==> config.mk <==
export PLATFORM = sky130hd
export DESIGN_NAME = mem_port_arbiter
export DESIGN_NICKNAME = d
export VERILOG_FILES = /design/src/rtl/mem_arb_pkg.sv /design/src/rtl/arb_starve_counter.sv /design/src/rtl/mem_port_arbiter.sv
export SDC_FILE = /design/constraint.sdc
export NUM_CORES = 1
export LEC_CHECK = 0
export CAP_MARGIN = 20
export CELL_PAD_IN_SITES_DETAIL_PLACEMENT = 0
export CELL_PAD_IN_SITES_GLOBAL_PLACEMENT = 2
export CORE_MARGIN = 2
export CORE_UTILIZATION = 24
export DETAILED_ROUTE_END_ITERATION = 12
export PLACE_DENSITY = 0.8
export RECOVER_POWER = 25
export SLEW_MARGIN = 20
export SYNTH_ARGS = -nofsm -noshare
export SYNTH_HDL_FRONTEND = slang
export SYNTH_SLANG_ARGS = --single-unit
==> constraint.sdc <==
create_clock -name clk -period 2.1 [get_ports clk]
set_input_delay 0.42 -clock clk [delete_from_list [all_inputs] [get_ports clk]]
set_output_delay 0.42 -clock clk [all_outputs]
set_load 0.005 [all_outputs]
==> src/rtl/mem_arb_pkg.sv <==
// Shared types and default widths for the instruction/data memory port arbiter.
package mem_arb_pkg;

  // Default widths for the 64-bit pipeline.
  localparam int unsigned ARB_ADDR_W = 64;
  localparam int unsigned ARB_DATA_W = 64;
  localparam int unsigned INST_W     = 32;

  // Arbiter state.
  typedef enum logic [1:0] {
    ARB_IDLE   = 2'd0,
    ARB_BUSY_I = 2'd1,
    ARB_BUSY_D = 2'd2
  } arb_state_e;

endpackage

==> src/rtl/arb_starve_counter.sv <==
// Saturating counter of consecutive data grants made while fetch is waiting.
// Raises at_limit once the count reaches LIMIT.
module arb_starve_counter #(
  parameter int unsigned LIMIT = 4,
  parameter int unsigned CNT_W = $clog2(LIMIT + 1)
) (
  input  logic clk,
  input  logic reset,
  input  logic inc,
  input  logic clr,
  output logic at_limit
);

  logic [CNT_W-1:0] count_q;
  logic [CNT_W-1:0] count_d;

  // Next count: clear has priority; increment saturates at LIMIT.
  always_comb begin
    count_d = count_q;
    if (clr) begin
      count_d = '0;
    end else if (inc && (count_q != CNT_W'(LIMIT))) begin
      count_d = count_q + 1'b1;
    end
  end

  // Count register.
  always_ff @(posedge clk or negedge reset) begin
    if (!reset) begin
      count_q <= '0;
    end else begin
      count_q <= count_d;
    end
  end

  assign at_limit = (count_q == CNT_W'(LIMIT));

endmodule

==> src/rtl/mem_port_arbiter.sv <==
// Shares one single-ported variable-latency memory between instruction fetch and the MEM
// stage. Data has priority; one transaction outstanding at a time; read data is returned
// with a one-cycle valid pulse.
// Optional feature: define STARVE_GUARD_EN to force a fetch grant after STARVE_LIMIT
// consecutive data grants made while fetch was waiting.
module mem_port_arbiter
  import mem_arb_pkg::*;
#(
  parameter int unsigned ADDR_W       = ARB_ADDR_W,
  parameter int unsigned DATA_W       = ARB_DATA_W,
  parameter int unsigned STARVE_LIMIT = 4
) (
  input  logic              clk,
  input  logic              reset,
  // Instruction fetch
  input  logic              if_req,
  input  logic [ADDR_W-1:0] if_addr,
  output logic [INST_W-1:0] if_rdata,
  output logic              if_valid,
  // Data access
  input  logic              d_req,
  input  logic              d_we,
  input  logic [ADDR_W-1:0] d_addr,
  input  logic [DATA_W-1:0] d_wdata,
  output logic [DATA_W-1:0] d_rdata,
  output logic              d_valid,
  // Memory port
  output logic              mem_req,
  output logic              mem_we,
  output logic [ADDR_W-1:0] mem_addr,
  output logic [DATA_W-1:0] mem_wdata,
  input  logic [DATA_W-1:0] mem_rdata,
  input  logic              mem_ack,
  // Pipeline stalls
  output logic              stall_if,
  output logic              stall_mem
);

  arb_state_e        state_q, state_d;
  logic              mem_req_d, mem_we_d;
  logic [ADDR_W-1:0] mem_addr_d;
  logic [DATA_W-1:0] mem_wdata_d;
  logic [INST_W-1:0] if_rdata_d;
  logic [DATA_W-1:0] d_rdata_d;
  logic              if_valid_d, d_valid_d;

  logic              take_fetch;
  logic              grant_i, grant_d;

`ifdef STARVE_GUARD_EN
  logic starve_at_limit;

  // Fetch wins when data is absent or when data has starved it for STARVE_LIMIT grants.
  assign take_fetch = if_req & (~d_req | starve_at_limit);

  arb_starve_counter #(
    .LIMIT (STARVE_LIMIT)
  ) u_starve_counter (
    .clk      (clk),
    .reset    (reset),
    .inc      (grant_d & if_req),
    .clr      (grant_i | (grant_d & ~if_req)),
    .at_limit (starve_at_limit)
  );
`else
  // Strict data priority.
  assign take_fetch = if_req & ~d_req;
`endif

  assign grant_i = (state_q == ARB_IDLE) & take_fetch;
  assign grant_d = (state_q == ARB_IDLE) & d_req & ~take_fetch;

  // Next-state and registered-output logic; everything holds unless changed below.
  always_comb begin
    state_d     = state_q;
    mem_req_d   = mem_req;
    mem_we_d    = mem_we;
    mem_addr_d  = mem_addr;
    mem_wdata_d = mem_wdata;
    if_rdata_d  = if_rdata;
    d_rdata_d   = d_rdata;
    if_valid_d  = 1'b0;
    d_valid_d   = 1'b0;

    unique case (state_q)
      ARB_IDLE: begin
        // A stray mem_ack here is ignored.
        if (grant_d) begin
          mem_req_d   = 1'b1;
          mem_we_d    = d_we;
          mem_addr_d  = d_addr;
          mem_wdata_d = d_wdata;
          state_d     = ARB_BUSY_D;
        end else if (grant_i) begin
          mem_req_d   = 1'b1;
          mem_we_d    = 1'b0;
          mem_addr_d  = if_addr;
          mem_wdata_d = '0;
          state_d     = ARB_BUSY_I;
        end
      end
      ARB_BUSY_I: begin
        if (mem_ack) begin
          mem_req_d  = 1'b0;
          if_rdata_d = mem_rdata[INST_W-1:0];
          if_valid_d = 1'b1;
          state_d    = ARB_IDLE;
        end
      end
      ARB_BUSY_D: begin
        if (mem_ack) begin
          mem_req_d = 1'b0;
          // Stores leave the load-data register untouched.
          if (!mem_we) begin
            d_rdata_d = mem_rdata;
          end
          d_valid_d = 1'b1;
          state_d   = ARB_IDLE;
        end
      end
      default: begin
        state_d   = ARB_IDLE;
        mem_req_d = 1'b0;
      end
    endcase
  end

  // State and output registers; reset abandons any outstanding transaction.
  always_ff @(posedge clk or negedge reset) begin
    if (!reset) begin
      state_q   <= ARB_IDLE;
      mem_req   <= 1'b0;
      mem_we    <= 1'b0;
      mem_addr  <= '0;
      mem_wdata <= '0;
      if_rdata  <= '0;
      d_rdata   <= '0;
      if_valid  <= 1'b0;
      d_valid   <= 1'b0;
    end else begin
      state_q   <= state_d;
      mem_req   <= mem_req_d;
      mem_we    <= mem_we_d;
      mem_addr  <= mem_addr_d;
      mem_wdata <= mem_wdata_d;
      if_rdata  <= if_rdata_d;
      d_rdata   <= d_rdata_d;
      if_valid  <= if_valid_d;
      d_valid   <= d_valid_d;
    end
  end

  assign stall_if  = if_req & ~if_valid;
  assign stall_mem = d_req & ~d_valid;

endmodule
* Word-level counts from Yosys, hierarchy flattened
Index checks and enable logic that the tools add are counted.
** Storage, ports and cells
- Bits in registers :: 230
- Bits of input ports :: 262
** Cells by class
- Equal/unequal tests :: 4
- Multiplexer cells :: 17
- Bitwise logic cells :: 11
- Reductions and logical operators :: 7
** Operator list (number)
- 64-bit two-way mux :: 4
- 1-bit two-way mux :: 8
- 1-bit AND :: 6
- 2-bit two-way mux :: 3
- 2-bit AND reduction :: 3
- 1-bit NOT :: 5
- 2-bit case mux with 2 select lines :: 1
- 3-bit != test, second input constant :: 1
- 3-bit AND reduction :: 1
- 2-bit by 1-bit == test with 1-bit output, second input constant :: 1
- 2-bit == test, second input constant :: 1
- 2-bit zero test :: 1
- 2-bit by 1-bit != test with 1-bit output, second input constant :: 1
- 1-bit case mux with 2 select lines :: 1
- 2-bit nonzero test :: 1
- 2-bit OR reduction :: 1

* Longest topological paths before layout
- Depth in word-level cells :: 6
- Gate-level depth with buffers :: 8
- Depth with buffers taken out :: 5

* Worst setup path after synthesis
OpenSTA, ideal clock, no wires.
- Path kind :: reg2reg
- From :: reg state_q[0]
- To :: reg mem_wdata[57]
- Setup time :: 0.121 ns
- Arrival :: 1.483 ns
- Required time :: 1.979 ns
- Slack :: 0.496 ns
- Stages on the path, launching flop included :: 9
- Cell sequence :: dfrtp_1 > inv_1 > ha_1 > a21o_1 > nand2_2 > buf_6 > buf_6 > buf_6 > a22o_1
** Between the ends
- Longest elaborated chain between the ends :: 5
- Elaborated cells between the ends (all ways) :: 7
- Those cells by class :: 1 x mux; 3 x bitwise; 3 x reduce/logical
** Ends and longest elaborated chain
- from (decl) :: line mem_port_arbiter.sv:39 : arb_state_e state_q, state_d;
- from (signal assigned) :: line mem_port_arbiter.sv:141 : state_q <= state_d;
- 2-bit zero test * :: line mem_port_arbiter.sv:70, mem_port_arbiter.sv:71, mem_port_arbiter.sv:85
- 1-bit AND (2 in a row) :: line mem_port_arbiter.sv:71 : assign grant_d = (state_q == ARB_IDLE) & d_req & ~take_fetch;
- 2-bit nonzero test (no source line)
- 2-bit AND reduction (no source line)
- to (signal assigned) :: line mem_port_arbiter.sv:145 : mem_wdata <= mem_wdata_d;
- to (decl) :: line mem_port_arbiter.sv:31 : output logic [DATA_W-1:0] mem_wdata,
Every way passes the cells marked *; elsewhere a longest branch is shown, timed or not.
A chain may end at the register's enable or synchronous reset.

* Worst setup path after layout
- From :: reg d_valid
- To :: out stall_mem
** Between the ends
- Longest elaborated chain between the ends :: 2
** Ends and longest elaborated chain
- from (decl) :: line mem_port_arbiter.sv:26 : output logic d_valid,
- from (signal assigned) :: line mem_port_arbiter.sv:149 : d_valid <= d_valid_d;
- 1-bit NOT :: line mem_port_arbiter.sv:154 : assign stall_mem = d_req & ~d_valid;
- 1-bit AND :: line mem_port_arbiter.sv:154
- to (decl) :: line mem_port_arbiter.sv:36 : output logic stall_mem
No other way between the ends.

==> results.sh <==
export IMPL_outcome="finished clean"
export IMPL_yosysWarnings=0
export IMPL_startpoint_type="register"
export IMPL_slew_violations=0
export IMPL_whs_path_depth=2
export IMPL_diodes=0
export IMPL_place_hpwl_um=23570
export IMPL_clkLatencyLatePin_ns=0.55
export IMPL_setup_viol=0
export IMPL_rr_worst_depth=7
export IMPL_grt_util_all_layers=0.1514
export IMPL_die_area_um2=39810
export IMPL_grt_pass1_vias=7714
export IMPL_synth_seq_area_share=0.6272
export IMPL_ys_ff_latch=230
export IMPL_drt_iter0_markers=255
export IMPL_drc_errors=0
export IMPL_pin_count=492
export IMPL_layout_drive_gt1_share=0.1341
export IMPL_ys_types=25
export IMPL_synthTopCellsByArea="dfrtp_1 (63%), mux2_2 (9.7%), mux2i_1 (7.0%)"
export IMPL_p_per_area_nw_per_um2=1408
export IMPL_cts_tree="yes"
export IMPL_r2r_setup_slack_ns=0.25
export IMPL_min_period_over_period=0.9510
export IMPL_postSynth_asyncResetShare=1.000
export IMPL_cts_sinks=230
export IMPL_cp_max_fo=2
export IMPL_antenna_left=0
export IMPL_initial_core_util=0.2436
export IMPL_die_h_um=199.5
export IMPL_fin_crit_ns=1.997
export IMPL_whs_endpoint="d_rdata[44]$_DFFE_PN0P_"
export IMPL_vias_per_cell=4.354
export IMPL_synth_top_cell_by_area="dfrtp_1"
export IMPL_synthFlopType="dfrtp_1"
export IMPL_fillers=3654
export IMPL_design_area_um2=15690
export IMPL_cap_violations=0
export IMPL_hold_viol=0
export IMPL_power_total_mw=22.09
export IMPL_ir_drop_mv=0.5956
export IMPL_whs_ns=0.4647
export IMPL_cp_end_kind="output port"
export IMPL_path_clk_slew_ns=0.05
export IMPL_synth_cells=663
export IMPL_finClkSkew_ns=0.02077
export IMPL_port_buffers=491
export IMPL_leakage_nw=6.795
export IMPL_die_w_um=199.5
export IMPL_syn_area_per_cell_um2=13.84
export IMPL_cts_buffer_depth=3
export IMPL_min_from="mem_rdata[44]"
export IMPL_grt_max_degree=65
export IMPL_clockRootBuffer="clkbuf_16"
export IMPL_yosysTopAreaCellShare=0.6272
export IMPL_rsz0062_at_grt="false"
export IMPL_core_area_um2=37670
export IMPL_critPathKind="reg2out"
export IMPL_crit_buf_inv=1
export IMPL_worst_slew_pin_slew_ns=1.385
export IMPL_hold_class="in2reg"
export IMPL_synth_edf_count=0
export IMPL_worstReg2RegStart="state_q[1]$_DFFE_PN0P_"
export IMPL_r2r_end="mem_addr[32]$_DFFE_PN0P_"
export IMPL_global_route_overflow_total=0
export IMPL_crit_chain="nor2b_1, clkdlybuf4s50_1"
export IMPL_cts_htree_levels=1
export IMPL_cp_data_required_time_ns=1.68
export IMPL_antenna_found_initial=0
export IMPL_layout_nets=1432
export IMPL_drt_pass1_iterations=4
export IMPL_num_rows=71
export IMPL_syn_to_final_growth_pct=71.00
export IMPL_relSlewSlack=0.07650
export IMPL_synth_fp_nets=929
export IMPL_cp_top_family="buffers and inverters"
export IMPL_wl_per_cell_um=18.70
export IMPL_fmax_mhz=500.7
export IMPL_worst_path_max_delay_cell="clkdlybuf4s50_1"
export IMPL_crit_path_max_incr_delay_ns=0.50
export IMPL_numCtsBuffers=28
export IMPL_syn_area_um2=9176
export IMPL_grt_pass1_wl_um=46310
export IMPL_cp_startpoint="d_valid$_DFF_PN0_"
export IMPL_vias=7389
export IMPL_cp_arrival_ns=1.58
export IMPL_drt_wl_total_um=31730
export IMPL_gp_congestion=0.7877
export IMPL_place_area_um2=14830
per-stage QoR:
stage                 util  TNS, ns  setup slack, ns  cells
finish              0.4166        0           0.1029   1697
global route        0.4166        0          0.02359   1697
CTS                 0.4169        0          0.03315   1697
detailed placement  0.3938  -0.1423         -0.03311   1646
global placement    0.3938        0         0.003845   1646
floorplan                -        0           0.4963    663
routing by layer:
| metal | global-route usage | share of wire | vias up |
|---|---|---|---|
| li1 | - | - | 3421 |
| met1 | 0.1857 | 0.40 | 3650 |
| met2 | 0.2659 | 0.50 | 275 |
| met3 | 0.03781 | 0.080 | 43 |
| met4 | 0.03649 | 0.018 | 0 |
| met5 | 0 | 0 | - |
kinds of logic after synthesis:
family,synth area share
and+or+nand+nor,0.006408
AOI/OAI and AO/OA,0.1381
adders and majority gates,0.005454
DFF,0.6272
buffers and inverters,0.03518
muxes,0.1876
sequential cells by signal (all words and copies together), names as in the netlist:
register	count
if_valid	1
mem_we	1
d_valid	1
mem_wdata	64
d_rdata	64
if_rdata	32
mem_req	1
state_q	2
mem_addr	64
worst max path at each step:
stage                     slack (ns)                        end  cells past startpoint
final                           0.10                  stall_mem                      2
after global routing            0.02   if_rdata[29]$_DFFE_PN0P_                      3
after CTS                       0.03                   stall_if                      4
after detailed placement       -0.03   mem_addr[59]$_DFFE_PN0P_                      6
after global placement         0.004                   stall_if                      4
after floorplan                 0.50  mem_wdata[57]$_DFFE_PN0P_                      8
layout make-up:
type	instances	area (um2)	area share
clock inverters	8	55.05	0.003508
repair buffers	524	5298	0.3376
multi-input cells	377	3122	0.1989
well taps	511	639.4	0.04075
inverters	5	18.77	0.001196
clock buffers	42	803.3	0.05119
flip-flops and latches	230	5756	0.3668
where the power goes:
group	internal [mW]	leakage, nW	switching [mW]
Clock	2.63	0.427	1.89
Sequential	6.60	2.82	1.08
Combinational	6.13	3.55	3.75
cells in the final DEF (no fill, tap or decap), drive strengths merged, types with 2 or more instances in the layout:
| cell | n |
|---|---|
| a21oi | 4 |
| a22o | 65 |
| and2 | 2 |
| buf | 31 |
| clkbuf | 44 |
| clkdlybuf4s50 | 489 |
| clkinv | 7 |
| dfrtp | 230 |
| ha | 4 |
| inv | 6 |
| mux2 | 96 |
| mux2i | 64 |
| nand2 | 4 |
| nand2b | 2 |
| nor2b | 2 |
| o21ai | 130 |
synth_stat cells (2+ instances only):
library cell  instances
mux2_2               79
ha_1                  4
inv_1                 4
nand2b_1              2
buf_6                 9
buf_2                15
o21ai_0             123
mux2i_1              64
a21oi_1               3
and2_1                2
nand2_1               3
mux2_1               17
nor2b_1               2
dfrtp_1             230
a22o_1               65
clkbuf_1             20
o21ai_1               7
buf_4                 7
repair_timing:
action | 4_1_cts | 5_1_grt
endpoints found under the hold margin | 42 | 0
buffers inserted | 0 | 0
gates resized for setup | 0 | 1
setup endpoints to repair | 0 | 1
hold buffers | 1 | 0
worst register-to-register path, cell delays in order, from the launching register on:
cell     delay, ns
dfrtp_1       0.39
inv_1         0.12
ha_1          0.41
nand2_4       0.12
buf_12        0.17
buf_4         0.19
mux2i_1       0.20
o21ai_0       0.10
Power figures use the tool's default switching activity.
